===== src/rtl/conv1d_pe_row.sv =====
// rtl/conv1d_pe_row.sv - weight-stationary K-tap 1-D convolution row engine
//
// Loads K unsigned 8-bit weights, slides a K-entry activation window and
// emits one saturated 8-bit psum per activation beat once the window is full.
// psum_en frames the psum stream for the downstream accumulator.
//
// Ports:
//   clk, rst        clock; synchronous active-high reset
//   w_valid/w_data  weight beats, beat n loads w[n]; w_ready high in IDLE/LOAD/READY
//   act_valid/act_data/act_last
//                   activation beats; act_ready high in READY/FILL/RUN
//   psum_out        saturated window sum, 0 when psum_valid is low
//   psum_valid      psum_out carries a window result
//   psum_en         frame-active enable toward the accumulator
//   done            one-cycle end-of-frame pulse
//   gap_err         sticky: a RUN cycle without an activation beat

module conv1d_pe_row #(
   parameter int K = 3
) (
   input  logic       clk,
   input  logic       rst,
   input  logic       w_valid,
   input  logic [7:0] w_data,
   output logic       w_ready,
   input  logic       act_valid,
   input  logic [7:0] act_data,
   input  logic       act_last,
   output logic       act_ready,
   output logic [7:0] psum_out,
   output logic       psum_valid,
   output logic       psum_en,
   output logic       done,
   output logic       gap_err
);

   localparam int IW = $clog2(K);
   localparam int FW = $clog2(K + 1);
   localparam int SW = 16 + $clog2(K);

   typedef enum logic [2:0] {S_IDLE, S_LOAD, S_READY, S_FILL, S_RUN} state_t;

   state_t          state, state_n;
   logic [7:0]      w [K];
   logic [7:0]      x [K];
   logic [7:0]      x_shift [K];
   logic [IW-1:0]   idx, idx_n, widx_sel;
   logic [FW-1:0]   fill_cnt, fill_n;
   logic [SW-1:0]   sum;
   logic [7:0]      sat_psum;
   logic            w_fire, act_take;
   logic            w_load, win_shift, win_clear, gap_set;
   logic            p1_valid_n, p1_done_n;
   logic            p1_valid, p1_done;
   logic [7:0]      p1_psum;

   assign w_ready   = (state == S_IDLE) || (state == S_LOAD) || (state == S_READY);
   assign act_ready = (state == S_READY) || (state == S_FILL) || (state == S_RUN);
   assign w_fire    = w_valid && w_ready;
   // In READY both handshakes are open; a weight beat wins and the activation is dropped.
   assign act_take  = act_valid && act_ready && !w_fire;
   assign widx_sel  = (state == S_LOAD) ? idx : '0;

   // Window as it will look after the current beat shifts in; the psum is taken
   // from this so the window may be cleared on the same edge as the last beat.
   always_comb begin
      for (int j = 0; j < K - 1; j++) x_shift[j] = x[j + 1];
      x_shift[K-1] = act_data;
   end

   always_comb begin
      sum = '0;
      for (int j = 0; j < K; j++) sum = sum + SW'(16'(w[j]) * 16'(x_shift[j]));
      sat_psum = (sum > SW'(255)) ? 8'hFF : sum[7:0];
   end

   always_ff @(posedge clk) begin
      if (rst) state <= S_IDLE;
      else     state <= state_n;
   end

   always_comb begin
      state_n    = state;
      idx_n      = idx;
      fill_n     = fill_cnt;
      w_load     = 1'b0;
      win_shift  = 1'b0;
      win_clear  = 1'b0;
      gap_set    = 1'b0;
      p1_valid_n = 1'b0;
      p1_done_n  = 1'b0;
      case (state)
         S_IDLE, S_READY: begin
            if (w_fire) begin
               w_load  = 1'b1;
               idx_n   = IW'(1);
               state_n = S_LOAD;
            end else if (act_take) begin
               win_shift = 1'b1;
               if (act_last) begin
                  // single-beat frame: never fills, done only
                  win_clear = 1'b1;
                  p1_done_n = 1'b1;
                  fill_n    = '0;
               end else begin
                  fill_n  = FW'(1);
                  state_n = S_FILL;
               end
            end
         end
         S_LOAD: begin
            if (w_fire) begin
               w_load = 1'b1;
               if (idx == IW'(K - 1)) begin
                  idx_n   = '0;
                  state_n = S_READY;
               end else begin
                  idx_n = idx + IW'(1);
               end
            end
         end
         S_FILL: begin
            if (act_take) begin
               win_shift = 1'b1;
               if (fill_cnt == FW'(K - 1)) begin
                  p1_valid_n = 1'b1;
                  if (act_last) begin
                     win_clear = 1'b1;
                     p1_done_n = 1'b1;
                     fill_n    = '0;
                     state_n   = S_READY;
                  end else begin
                     fill_n  = FW'(K);
                     state_n = S_RUN;
                  end
               end else if (act_last) begin
                  win_clear = 1'b1;
                  p1_done_n = 1'b1;
                  fill_n    = '0;
                  state_n   = S_READY;
               end else begin
                  fill_n = fill_cnt + FW'(1);
               end
            end
         end
         S_RUN: begin
            if (act_take) begin
               win_shift  = 1'b1;
               p1_valid_n = 1'b1;
               if (act_last) begin
                  win_clear = 1'b1;
                  p1_done_n = 1'b1;
                  fill_n    = '0;
                  state_n   = S_READY;
               end
            end else begin
               // accumulator will integrate a zero this cycle
               gap_set = 1'b1;
            end
         end
         default: state_n = S_IDLE;
      endcase
   end

   always_ff @(posedge clk) begin
      if (rst) begin
         idx        <= '0;
         fill_cnt   <= '0;
         for (int j = 0; j < K; j++) begin
            w[j] <= 8'd0;
            x[j] <= 8'd0;
         end
         p1_valid   <= 1'b0;
         p1_done    <= 1'b0;
         p1_psum    <= 8'd0;
         psum_valid <= 1'b0;
         psum_out   <= 8'd0;
         done       <= 1'b0;
         psum_en    <= 1'b0;
         gap_err    <= 1'b0;
      end else begin
         idx      <= idx_n;
         fill_cnt <= fill_n;
         if (w_load) w[widx_sel] <= w_data;
         if (win_clear) begin
            for (int j = 0; j < K; j++) x[j] <= 8'd0;
         end else if (win_shift) begin
            for (int j = 0; j < K; j++) x[j] <= x_shift[j];
         end
         // two-stage output: window update at edge t, psum visible after edge t+1
         p1_valid   <= p1_valid_n;
         p1_done    <= p1_done_n;
         p1_psum    <= p1_valid_n ? sat_psum : 8'd0;
         psum_valid <= p1_valid;
         psum_out   <= p1_psum;
         done       <= p1_done;
         // high from the first psum through the done cycle
         if (p1_valid)  psum_en <= 1'b1;
         else if (done) psum_en <= 1'b0;
         if (w_fire)       gap_err <= 1'b0;
         else if (gap_set) gap_err <= 1'b1;
      end
   end

endmodule

===== config.mk =====
export PLATFORM = sky130hd
export DESIGN_NAME = conv1d_pe_row
export DESIGN_NICKNAME = d
export VERILOG_FILES = /design/src/rtl/conv1d_pe_row.sv
export SDC_FILE = /design/constraint.sdc
export NUM_CORES = 1
export LEC_CHECK = 0
export BUFFER_PORTS_ARGS = -buffer_cell sky130_fd_sc_hd__buf_2
export CAP_MARGIN = 20
export CORE_MARGIN = 1.5
export CORE_UTILIZATION = 35
export CTS_CLUSTER_SIZE = 28
export DETAILED_ROUTE_END_ITERATION = 8
export GPL_TIMING_DRIVEN = 0
export MAX_ROUTING_LAYER = met4
export SETUP_SLACK_MARGIN = 0.4
export SLEW_MARGIN = 25
export SYNTH_ARGS = -nofsm -noshare
export SYNTH_HDL_FRONTEND = slang
export SYNTH_SLANG_ARGS = --single-unit

===== constraint.sdc =====
create_clock -name clk -period 7.35 [get_ports clk]
set_input_delay 1.1025 -clock clk [delete_from_list [all_inputs] [get_ports clk]]
set_output_delay 1.1025 -clock clk [all_outputs]
set_load 0.01 [all_outputs]

==> metrics.md <==
| Metric | Value |
|---|---|
| WL per Instance | `between 10 and 15 um` |
| Overall power | `0.00370 W` |
| CTS tree | `done` |
| Syn Nets | `about 1200` |
| Area after DPL | `just over 0.01 mm2` |
| Mapped Avg Cell Area | `9.89 um2` |
| Layout Area Growth over Synthesis | `12.1%` |
| H-tree levels | `3` |
| Initial antenna violation count | `0` |
| CP Data Required Time | `7590 ps` |
| Share of cells above drive strength 1 | `0.106` |
| Critical path arrival | `about 7000 ps` |
| First-pass GRT wire length | `~33 mm` |
| CTS clk-pin slew, worst paths | `60 ps` |
| Asr flop ratio synth | `0` |
| TritonCTS Sinks | `69` |
| Synth top area share | `0.340` |
| Period minus WS final | `between 6000 and 7000 ps` |
| Synth warn | `0` |
| Detailed-route wire length | `20.2 mm` |
| Final setup violation count | `0` |
| Starting Density | `0.354` |
| Initial DRC Count | `between 300 and 400` |
| Post-place setup slack | `-135 ps` |
| Final hold vios | `0` |
| Via count | `between 6000 and 7000` |
| Footprint of the multi-input gates | `0.00697 mm2` |
| Syn Inst Count | `between 900 and 1000` |
| Root Driver | `clkbuf_16` |
| Number of synthesized register bits | `69` |
| Final WS setup | `~570 ps` |
| Final Max Tran Viols | `0` |
| RSZ-0062 raised after global routing | `no` |
| Clock Skews | `~14 ps` |
| Leak | `approximately 5.2 nW` |
| Post-layout util | `0.396` |
| Die height | `168 um` |
| RD Place Congestion | `between 0.8 and 0.9` |
| GR Overflow Total | `0` |
| Number of flops mapped to enable cells by yosys | `40` |
| Hold Crit Class | `flop to flop` |
| CP Class | `primary input to flop` |
| Die width | `about 170 um` |
| Design area | `between 0.01 and 0.015 mm2` |
| Hold Crit Start | `p1_psum[3]$_SDFF_PP0_` |
| Reg2reg setup slack | `roughly 650 ps` |
| DRC | `0` |
| VDD IR max | `0.379 mV` |
| Hold-fix buffer count after cts | `0` |
| Vias per cell | `4.70` |
| Normalized max-slew margin | `0.378` |
| FF-to-FF Start | `x[2][2]$_SDFFCE_PN0P_` |
| Top FF cell, synth | `edfxtp_1` |
| Std-Cell Rows | `60` |
| PwrDens | `approximately 350 mW/mm2` |
| Max stage delay on crit path | `approximately 540 ps` |
| Crit. Startpoint | `act_data[5]` |
| Placed wire-length estimate | `17.3 mm` |
| Netlist cell types | `between 50 and 60` |
| Worst path cell trace | `buf_6 > and2_4 > fa_1 > inv_2 > fa_2 > inv_1 > fa_2 > fa_2 > fa_2 > fa_1 > inv_2 > fa_1 > inv_2 > ha_4 > buf_6 > inv_2 > a211oi_2 > o211ai_1 > mux2_4 > a2111oi_4 > o311ai_4 > o31a_1` |
| Crit-path slowest cell | `fa_1` |
| Clock Latency Late Sink | `between 300 and 400 ps` |
| Cts bufs inserted | `9` |
| Gr usage total | `0.158` |
| Routed Antenna Nets | `0` |
| Area leader, netlist | `fa_1` |
| Status | `finished, final reports clean` |
| Vias in the first global route | `~6600` |
| 1st-pass router iterations | `5` |
| PortBufs | `33` |
| Worst-Margin Slew | `just over 900 ps` |
| # nets final | `1288` |
| Clock buffer depth | `2` |
| Die area | `0.0281 mm2` |
| Most common cell in the netlist | `inv_1` |
| Max cap viols | `0` |
| Largest net degree at the start of global routing | `17` |
| Ant diodes | `0` |
| Period utilisation layout | `0.923` |
| Fmax | `between 0.1 and 0.15 GHz` |
| Number of fill cells | `about 2700` |
| Storage cell area | `roughly 0.0018 mm2` |
| Critical-path maximum fanout | `9` |
| IO Pins | `35` |
| Worst hold slack | `roughly 430 ps` |
| CP startpoint kind | `primary input` |
| Register area share after synthesis | `0.188` |
| Mapped Area | `~0.0095 mm2` |
| Top post-synthesis cells by count | `inv_1, and2_1, fa_1` |
| Core area | `0.0268 mm2` |
| Crit. End Element | `flop` |
| Synth area leaders | `fa_1, ha_1, edfxtp_1, and2_1, inv_1` |
-- critical path: cells and delay by family --
| family | cells | cell delay (ps) |
|---|---|---|
| and+or+nand+nor | 1 | 140 |
| AOI/OAI and AO/OA | 5 | 1240 |
| adders and majority gates | 8 | 3740 |
| buffers and inverters | 7 | 470 |
| muxes | 1 | 310 |
-- area by class of cell --
class                      instances  area share
buffer                             8     0.00389
clock buffer                       9      0.0212
clock inverter                     7     0.00542
inverter                         240      0.0848
multi-input combinational        642       0.656
sequential                        69       0.168
tap                              341      0.0402
timing repair buffer              36      0.0211
-- path summary, 6_finish.rpt --
kind | endpoint | depth (start not counted)
setup / recovery | p1_psum[4]$_SDFF_PP0_ | 22
hold / removal | psum_out[3]$_SDFF_PP0_ | 1
hold reg to reg | psum_out[3]$_SDFF_PP0_ | 1
setup reg to reg | p1_psum[4]$_SDFF_PP0_ | 20
-- placed cells by master, fill, tap and decap left out, types with 7 or more instances in the layout --
cell	n
inv_1	234
and2_1	162
fa_1	155
ha_1	93
nand2_1	67
edfxtp_1	40
dfxtp_1	29
buf_2	26
a21oi_1	19
nor2b_1	14
nor2_1	11
and2_4	9
clkbuf_16	9
and3_1	8
o31a_1	8
o21ai_0	7
-- kinds of logic after synthesis --
family | count (synthesis) | synth area share
AO/OA/AOI/OAI | 64 | 0.0482
XOR/XNOR | 10 | 0.00924
adder cells (fa/ha/maj) | 261 | 0.472
buffers and inverters | 248 | 0.0983
flip-flops | 69 | 0.188
multiplexers | 4 | 0.00488
AND/OR/NAND/NOR | 303 | 0.179
-- per-layer routing --
metal / track usage / wire length [um] / vias up
met3: 0.0210 / 685 / 21
li1: - / - / 3013
met5: - / 0 / -
met2: 0.253 / 9660 / 112
met1: 0.212 / 9530 / 3212
met4: 0.0376 / 314 / 0
-- flip-flops by register name, indices dropped and copies added, names as in the netlist --
register    cells
psum_out        8
state           3
psum_valid      1
done            1
p1_done         1
fill_cnt        2
p1_psum         8
gap_err         1
w              24
x              16
idx             2
psum_en         1
p1_valid        1
-- report_power, final --
part / total, W / internal (W) / switching (W)
sequential: 0.000462 / 0.000426 / 0.0000365
combinational: 0.00282 / 0.00126 / 0.00156
clock: 0.000419 / 0.000233 / 0.000186
total: 0.00370 / 0.00192 / 0.00178
-- what timing repair did --
action	in CTS	in global routing
pin swaps	17	40
resized for setup	10	51
buffers inserted	0	3
setup endpoints to repair	8	8
-- metrics by stage --
| step | instances | setup TNS, ps |
|---|---|---|
| floorplan | 959 | 0 |
| global placement | 1333 | -451 |
| detailed placement | 1333 | -802 |
| CTS | 1349 | 0 |
| global route | 1352 | 0 |
| finish | 1352 | 0 |
(Power assumes the default switching activity.)
